`config.mk`:
```
export PLATFORM = sky130hd
export DESIGN_NAME = eeprom_boot_loader
export DESIGN_NICKNAME = d
export VERILOG_FILES = /design/src/rtl/eeprom_boot_loader.sv
export SDC_FILE = /design/constraint.sdc
export NUM_CORES = 1
export LEC_CHECK = 0
export ABC_AREA = 1
export CAP_MARGIN = 10
export CORE_ASPECT_RATIO = 2
export CORE_UTILIZATION = 55
export DETAILED_ROUTE_END_ITERATION = 12
export DONT_BUFFER_PORTS = 1
export PLACE_DENSITY = 0.71
export REMOVE_ABC_BUFFERS = 1
export SYNTH_ARGS = -nofsm -noshare
export SYNTH_HDL_FRONTEND = slang
export SYNTH_SLANG_ARGS = --single-unit
```
`constraint.sdc`:
```
create_clock -name i_clk -period 1.7 [get_ports i_clk]
set_clock_uncertainty 0.2 [all_clocks]
set_input_delay 0.34 -clock i_clk [delete_from_list [all_inputs] [get_ports i_clk]]
set_output_delay 0.34 -clock i_clk [all_outputs]
set_load 0.05 [all_outputs]
```
`src/rtl/eeprom_boot_loader.sv`:
```
// eeprom_boot_loader
// Copies COUNT bytes from the asynchronous boot EEPROM into SRAM after reset,
// one byte every WAIT_CYCLES+2 cycles, then raises o_booted. While o_booted is
// low this block is the only driver of the EEPROM output enable and the SRAM
// write strobe. Every output is a flop.
//
// Per-byte cycle plan (cycle 0 = first clock edge with reset low):
//   READ    : WAIT_CYCLES cycles with n_oe low, data sampled on the edge that leaves READ
//   WRITE   : 1 cycle, n_we low, n_oe high, address/data stable
//   RECOVER : 1 cycle, n_we high, address/data held for SRAM hold time
module eeprom_boot_loader #(
    parameter int ADDR_WIDTH  = 17,
    parameter int DATA_WIDTH  = 8,
    parameter int WAIT_CYCLES = 3,
    parameter int COUNT       = 1 << 17
) (
    input  logic                  i_clk,
    input  logic                  i_rst,
    input  logic                  i_restart,
    output logic [ADDR_WIDTH-1:0] o_eeprom_addr,
    output logic                  o_eeprom_n_oe,
    input  logic [DATA_WIDTH-1:0] i_eeprom_data,
    output logic [ADDR_WIDTH-1:0] o_ram_addr,
    output logic [DATA_WIDTH-1:0] o_ram_data,
    output logic                  o_ram_n_we,
    output logic                  o_booted
);

    typedef enum logic [1:0] {
        S_READ,
        S_WRITE,
        S_RECOVER,
        S_DONE
    } state_t;

    // The index is one bit wider than the address so a full-size copy
    // (COUNT = 2^ADDR_WIDTH) can be compared without wrapping.
    localparam logic [ADDR_WIDTH:0] LAST_IDX  = (ADDR_WIDTH+1)'(COUNT - 1);
    localparam logic [3:0]          WAIT_LAST = 4'(WAIT_CYCLES - 1);

    state_t                r_state;
    logic [ADDR_WIDTH:0]   r_idx;
    logic [3:0]            r_waitCnt;
    logic [ADDR_WIDTH:0]   w_nextIdx;

    assign w_nextIdx = r_idx + 1'b1;

    // Copy sequencer. Entering READ from reset finds n_oe still high, so that
    // first edge only lowers n_oe; the access-time count starts once n_oe is
    // actually low, which keeps the access time at WAIT_CYCLES for every byte.
    // RECOVER and RESTART lower n_oe directly when they re-enter READ.
    always_ff @(posedge i_clk) begin
        if (i_rst) begin
            r_state       <= S_READ;
            r_idx         <= '0;
            r_waitCnt     <= '0;
            o_eeprom_n_oe <= 1'b1;
            o_ram_n_we    <= 1'b1;
            o_eeprom_addr <= '0;
            o_ram_addr    <= '0;
            o_ram_data    <= '0;
            o_booted      <= 1'b0;
        end else begin
            case (r_state)
                S_READ: begin
                    if (o_eeprom_n_oe) begin
                        o_eeprom_n_oe <= 1'b0;
                    end else if (r_waitCnt == WAIT_LAST) begin
                        o_ram_data    <= i_eeprom_data;
                        o_eeprom_n_oe <= 1'b1;
                        o_ram_n_we    <= 1'b0;
                        r_state       <= S_WRITE;
                    end else begin
                        r_waitCnt <= r_waitCnt + 4'd1;
                    end
                end
                S_WRITE: begin
                    o_ram_n_we <= 1'b1;
                    r_state    <= S_RECOVER;
                end
                S_RECOVER: begin
                    if (r_idx == LAST_IDX) begin
                        o_booted <= 1'b1;
                        r_state  <= S_DONE;
                    end else begin
                        r_idx         <= w_nextIdx;
                        o_eeprom_addr <= w_nextIdx[ADDR_WIDTH-1:0];
                        o_ram_addr    <= w_nextIdx[ADDR_WIDTH-1:0];
                        r_waitCnt     <= '0;
                        o_eeprom_n_oe <= 1'b0;
                        r_state       <= S_READ;
                    end
                end
                S_DONE: begin
                    if (i_restart) begin
                        r_idx         <= '0;
                        o_eeprom_addr <= '0;
                        o_ram_addr    <= '0;
                        r_waitCnt     <= '0;
                        o_booted      <= 1'b0;
                        o_eeprom_n_oe <= 1'b0;
                        r_state       <= S_READ;
                    end
                end
                default: begin
                    r_state <= S_READ;
                end
            endcase
        end
    end

endmodule

```
==> impl_metrics.toml, run 1 <==
[place]
place_ws_ps = -97.33
dp.cells = 360
gp_congestion = 0.8926
port_buffers = 0
dp_hpwl_mm = 3.500

[pwr]
p_leak_uw = 0.001088
worst_ir_drop_vdd_v = 0.0009200
p_per_area_nw_per_um2 = 762.3

[synthesis]
yosysMostFrequentCell = "nand2_1"
netlist_instances = 306
synth-seq-cells = 35
synthArstFlopShare_pct = 0
synth_area_um2 = 2084
synth_commonest_cells = "nand2_1 (53), nor2_1 (51), dfxtp_1 (35)"
postSynthAreaPerCell_um2 = 6.812
yosys_most_used_dff = "dfxtp_1"
post_synth_num_cell_types = 26
yosys-top-cells-area = "dfxtp_1 (34%), buf_4 (12%), nand2_1 (9.5%)"
yosysTopAreaCell = "dfxtp_1"
yosysSeqAreaShare_pct = 33.61
ys_warn_count = 0
synth_edf_count = 0
synth_top_area_share_pct = 33.61

[floorplanning]
dieHeight_um = 89.06
dieArea_um2 = 4055
dieWidth_um = 45.53
coreArea_um2 = 3607
rows = 31
io_pins = 56
initial_core_util_pct = 57.79

[worst_setup_path]
critical_path_required_ps = 1730
critical_path_class = "reg -> reg"
cp_cell_sequence = "nand2_2, inv_2, nand2_1, nor2_4, nand3_4, nand3_4, buf_4, or2_1, a21oi_2"
slowest_stage = "dfxtp_4"
cp-start-kind = "flip-flop"
cpMostUsedCell = "nand3_4"
end_kind = "flip-flop"
critPathArrivalTime_ps = 1690
crit_fanout = 5
slowest_delay_ps = 370

[global_route]
grt_pass1_vias = 1927
grt_antenna_before_repair = 0
overflow = 0
grtUsageTotal_pct = 26.36
grt_max_degree = 16
grt_pass1_wl_mm = 7.762

[sta]
slew_viol_final = 0
timing.fmax_mhz = 604.6
setup_ws_ps = 46.10
rsz0062_at_grt = "yes"
setup_viol = 0
fin_crit_sh_pct = 97.29
slew_headroom_pct = 64.25
setup_tns_ps = 0
whs_ps = -112.2
hold_violations = 8
min_period_ps = 1654
worstMarginPinSlew_ps = 535.5

[cells_and_area]
fin_nets = 346
drive_above_1_share_pct = 33.33
fillCellCount = 307
finalNonFillerCells = 382
n_antenna_cell = 0
seq_area_um2 = 723.2
multiInputGateArea_um2 = 1076
area_growth_pct = 23.65

[drt]
wl_met1_mm = 1.819
drc = 0
topRoutingLayerUsed = "met4"
viasPerCell = 5.175
vias = 1977
wl_per_cell_um = 13.37
wl_mm = 5.106
drtIter0Drc = 74
firstDrtPassIters = 4
detail-route-antenna-nets = 0
wl_met3_um = 237
met2_length_mm = 2.871

[hold_path]
holdCritPathClass = "in -> reg"

[run]
maxCapViolCount = 0

[cts]
clock_sinks = 35
numCtsBuffers = 5
cts_hold_buf = 8
cts_tree = "done"
htreeDepth = 2
clkTransAtPathRegs_ps = 80
cts_buffer_depth = 2
insertion_delay_ps = 300
root_buffer = "clkbuf_8"

[status]
violations = "hold timing"
outcome = "finished, violations left"
-- state kept, by name, indices dropped and copies added, names as in the netlist --
signal	count
o_booted	1
o_ram_n_we	1
o_ram_addr	16
o_eeprom_n_oe	1
r_waitCnt	4
r_idx	2
o_ram_data	8
r_state	2
-- cell type report --
cell class | count | area share (%)
clock buffer | 5 | 2.670
multi-input combinational | 193 | 41.75
inverter | 38 | 5.534
clock inverter | 3 | 0.9223
sequential | 35 | 28.06
timing repair buffer | 59 | 18.69
tap | 49 | 2.379
-- final timing paths --
path | start | to | slack (ps) | cells after the start
worst max register to register | o_ram_addr[8] | o_ram_addr[3] | 50 | 9
worst min register to register | r_waitCnt[3] | r_waitCnt[3] | 270 | 2
worst max-delay path | o_ram_addr[8] | o_ram_addr[3] | 50 | 9
worst min-delay path | i_rst | o_ram_addr[14] | -110 | 1
-- layer usage --
layer / global-route usage (%) / up-vias
met5: 0 / -
met4: 20.94 / 0
met3: 5.859 / 16
met2: 45.97 / 68
met1: 24.94 / 914
li1: - / 979
-- timing repair --
item,CTS,global route
gates resized for setup,9,51
pin swaps,3,17
endpoints found under the setup margin,20,32
buffers inserted,2,4
endpoints found under the hold margin,16,8
-- per-stage QoR --
| step | power, uW | area [um2] | hold slack (ps) | utilization (%) |
|---|---|---|---|---|
| 6_report | 1965 | 2577 | -112.2 | 71.45 |
| 5_1_grt | 2052 | 2577 | -117.3 | 71.45 |
| 4_1_cts | 1945 | 2396 | -114.2 | 66.42 |
| 3_5_place_dp | 1297 | 2182 | 206.8 | 60.49 |
| 3_3_place_gp | 1286 | 2182 | 205.6 | 60.49 |
| 2_1_floorplan | 1204 | 1783 | 202.4 | - |
-- power breakdown --
| group | total (uW) | switching [uW] | internal, uW |
|---|---|---|---|
| logic | 327 | 190 | 138 |
| registers | 1000 | 133 | 870 |
| clock network | 635 | 342 | 293 |
| total | 1960 | 665 | 1300 |
-- logic make-up (layout without fill, tap and decap cells) --
| kind of cell | after synthesis | in the layout | synth area share, % |
|---|---|---|---|
| DFF | 35 | 35 | 33.61 |
| buffers and inverters | 78 | 105 | 21.31 |
| AOI/OAI and AO/OA | 49 | 49 | 12.79 |
| adders and majority gates | 3 | 3 | 1.801 |
| and+or+nand+nor | 137 | 137 | 28.81 |
| xor gates and xnor gates | 4 | 4 | 1.681 |
-- critical path: cells and delay by family, from the launching register on --
kind	cells	cell delay, ps
compound gates	1	120
buf+inv	2	220
flops	1	370
simple gates	6	680
-- layout by cell type (no fill, tap or decap), types with 3 or more instances in the layout --
master,n
o21ai_0,16
a21oi_2,3
a21oi_1,20
o21bai_1,4
nand3_2,3
nand3_4,4
inv_2,6
clkbuf_8,5
nand2_1,46
nor2_2,3
buf_4,47
nand4_1,3
nor3_1,4
nor2_4,6
dfxtp_2,9
o21ai_1,6
nand3_1,9
dfxtp_1,23
buf_6,3
nand2_2,9
dlygate4sd3_1,8
nor2_1,44
dfxtp_4,3
inv_1,32
(Power assumes the default switching activity.)
==> inputs of run 2 (changes only) <==
--- a/config.mk
+++ b/config.mk
@@ -8,10 +8,10 @@
 export ABC_AREA = 1
 export CAP_MARGIN = 10
 export CORE_ASPECT_RATIO = 2
-export CORE_UTILIZATION = 55
+export CORE_UTILIZATION = 44
 export DETAILED_ROUTE_END_ITERATION = 12
 export DONT_BUFFER_PORTS = 1
-export PLACE_DENSITY = 0.71
+export PLACE_DENSITY = 0.59
 export REMOVE_ABC_BUFFERS = 1
 export SYNTH_ARGS = -nofsm -noshare
 export SYNTH_HDL_FRONTEND = slang
==> run 2 against run 1 <==
  * The flow now finishes without violations
  * Worst hold slack better by 150 ps
  * First-iteration DRC count down 53%
  * Global-route usage down 4.9 points
  * Cell count up 0.79%
  * Utilization down 14 points
  * Via count down 1.7%
  * Total power up 14%
  * Critical path depth unchanged
  * Design area up 2.0%
  * Clock power up 43%
  * Highest routed layer unchanged
==> impl_metrics.toml, run 2 (same netlist as run 1, synthesis figures left out) <==
[cells_and_area]
finalNonFillerCells = 385
n_antenna_cell = 0
multiInputGateArea_um2 = 1095
area_growth_pct = 26.11
drive_above_1_share_pct = 32.42
reg_top3 = "o_ram_addr x16, o_ram_data x8, r_waitCnt x4"
fin_nets = 343
layout_commonest_cell = "nand2_1"
seq_area_um2 = 714.4
largest_reg_flops = 16
fillCellCount = 444
final_cell_mix = "nand2_1 (47), nor2_1 (43), buf_4 (40)"
largest_register = "o_ram_addr"

[sta]
slew_headroom_pct = 64.81
whs_ps = 34.47
rsz0062_at_grt = "yes"
worstMarginPinSlew_ps = 527.1
timing.fmax_mhz = 590.4
slew_viol_final = 0
fin_crit_sh_pct = 99.63
setup_viol = 0
setup_ws_ps = 6.349
hold_violations = 0
min_period_ps = 1694

[pwr]
p_leak_uw = 0.001091
p_per_area_nw_per_um2 = 854.1
worst_ir_drop_vdd_v = 0.0006903
total_power_uw = 2245

[floorplanning]
io_pins = 56
coreArea_um2 = 4554
dieHeight_um = 99.34
dieArea_um2 = 5034
initial_core_util_pct = 45.77
rows = 35
dieWidth_um = 50.67

[cts]
cts_tree = "done"
cts_buffer_depth = 2
clkTransAtPathRegs_ps = 80
clock_sinks = 35
htreeDepth = 2
numCtsBuffers = 5
insertion_delay_ps = 290
root_buffer = "clkbuf_8"

[drt]
wl_mm = 5.195
viasPerCell = 5.049
firstDrtPassIters = 4
drc = 0
drtIter0Drc = 35
wl_per_cell_um = 13.49
vias = 1944
detail-route-antenna-nets = 0

[global_route]
grt_pass1_vias = 1912
grt_pass1_wl_mm = 8.259
grtUsageTotal_pct = 21.50
grt_antenna_before_repair = 0
grt_max_degree = 16
overflow = 0

[worst_setup_path]
crit_fanout = 8
cp_cell_sequence = "nand2_2, inv_2, nand2_1, nor2_4, nand3_4, nand3_4, buf_6, or2_1, a21oi_2"
slowest_stage = "dfxtp_1"
critical_path_required_ps = 1730
critPathArrivalTime_ps = 1720
critical_path_class = "reg -> reg"
cpMostUsedCell = "nand3_4"
slowest_delay_ps = 330
end_kind = "flip-flop"
cp-start-kind = "flip-flop"

[hold_path]
holdCritPathClass = "in -> reg"

[place]
dp_hpwl_mm = 3.631
place_ws_ps = -68.04
dp.cells = 365
gp_congestion = 0.8806
port_buffers = 0

[run]
maxCapViolCount = 0

[status]
outcome = "complete, no violations"
[run 2: changes by cell type in the layout (fill, tap and decap cells not counted), sizes merged]
cell         change
clkinvlp         -1
dlygate4sd3      +1
buf              -4
inv              -1
bufinv           +2
[run 2: stage by stage]
| stage | TNS (ps) | util [%] | instance area, um2 |
|---|---|---|---|
| 2_1_floorplan | -19120 | - | 1783 |
| 3_3_place_gp | -72.88 | 47.91 | 2182 |
| 3_5_place_dp | -556.3 | 47.91 | 2182 |
| 4_1_cts | 0 | 53.54 | 2439 |
| 5_1_grt | -430.4 | 57.72 | 2629 |
| 6_report | 0 | 57.72 | 2629 |
[run 2: metal layers]
metal	global-route usage, %	wire length, um	vias up
met5	0	0	-
met4	9.829	133	0
met3	4.281	228	12
met2	42.26	3001	60
met1	20.00	1831	899
li1	-	-	973
[run 2: worst paths after layout]
check                                    from             end  slack [ps]  cells after the start
worst min-delay path                    i_rst    r_waitCnt[3]          30                      2
worst min register to register   r_waitCnt[3]    r_waitCnt[3]         290                      2
worst max-delay path            o_ram_addr[8]  o_ram_addr[11]           6                      9
worst max register to register  o_ram_addr[8]  o_ram_addr[11]           6                      9
[run 2: timing repair]
item	CTS	global route
buffers inserted	1	2
pin swaps	1	18
hold buffers	9	0
endpoints found under the hold margin	16	0
resized for setup	7	55
cloned	0	0
endpoints found under the setup margin	20	30
[run 2: power breakdown]
group	internal, uW	switching, uW	leakage [uW]
clock network	585	322	0.0000644
registers	870	130	0.000288
logic	143	195	0.000739
[run 2: area by class of cell]
type	instances	share of cell area (%)
Clock inverter	3	2.570
Clock buffer	5	2.618
Tap cell	55	2.618
Timing Repair Buffer	56	17.85
Multi-Input combinational cell	193	41.65
Inverter	38	5.521
Sequential cell	35	27.18
[run 2: critical path, delay by kind of cell (launching register included)]
kind / cells / cell delay [ps]
compound gates: 1 / 100
simple gates: 6 / 740
flops: 1 / 330
buf+inv: 2 / 250
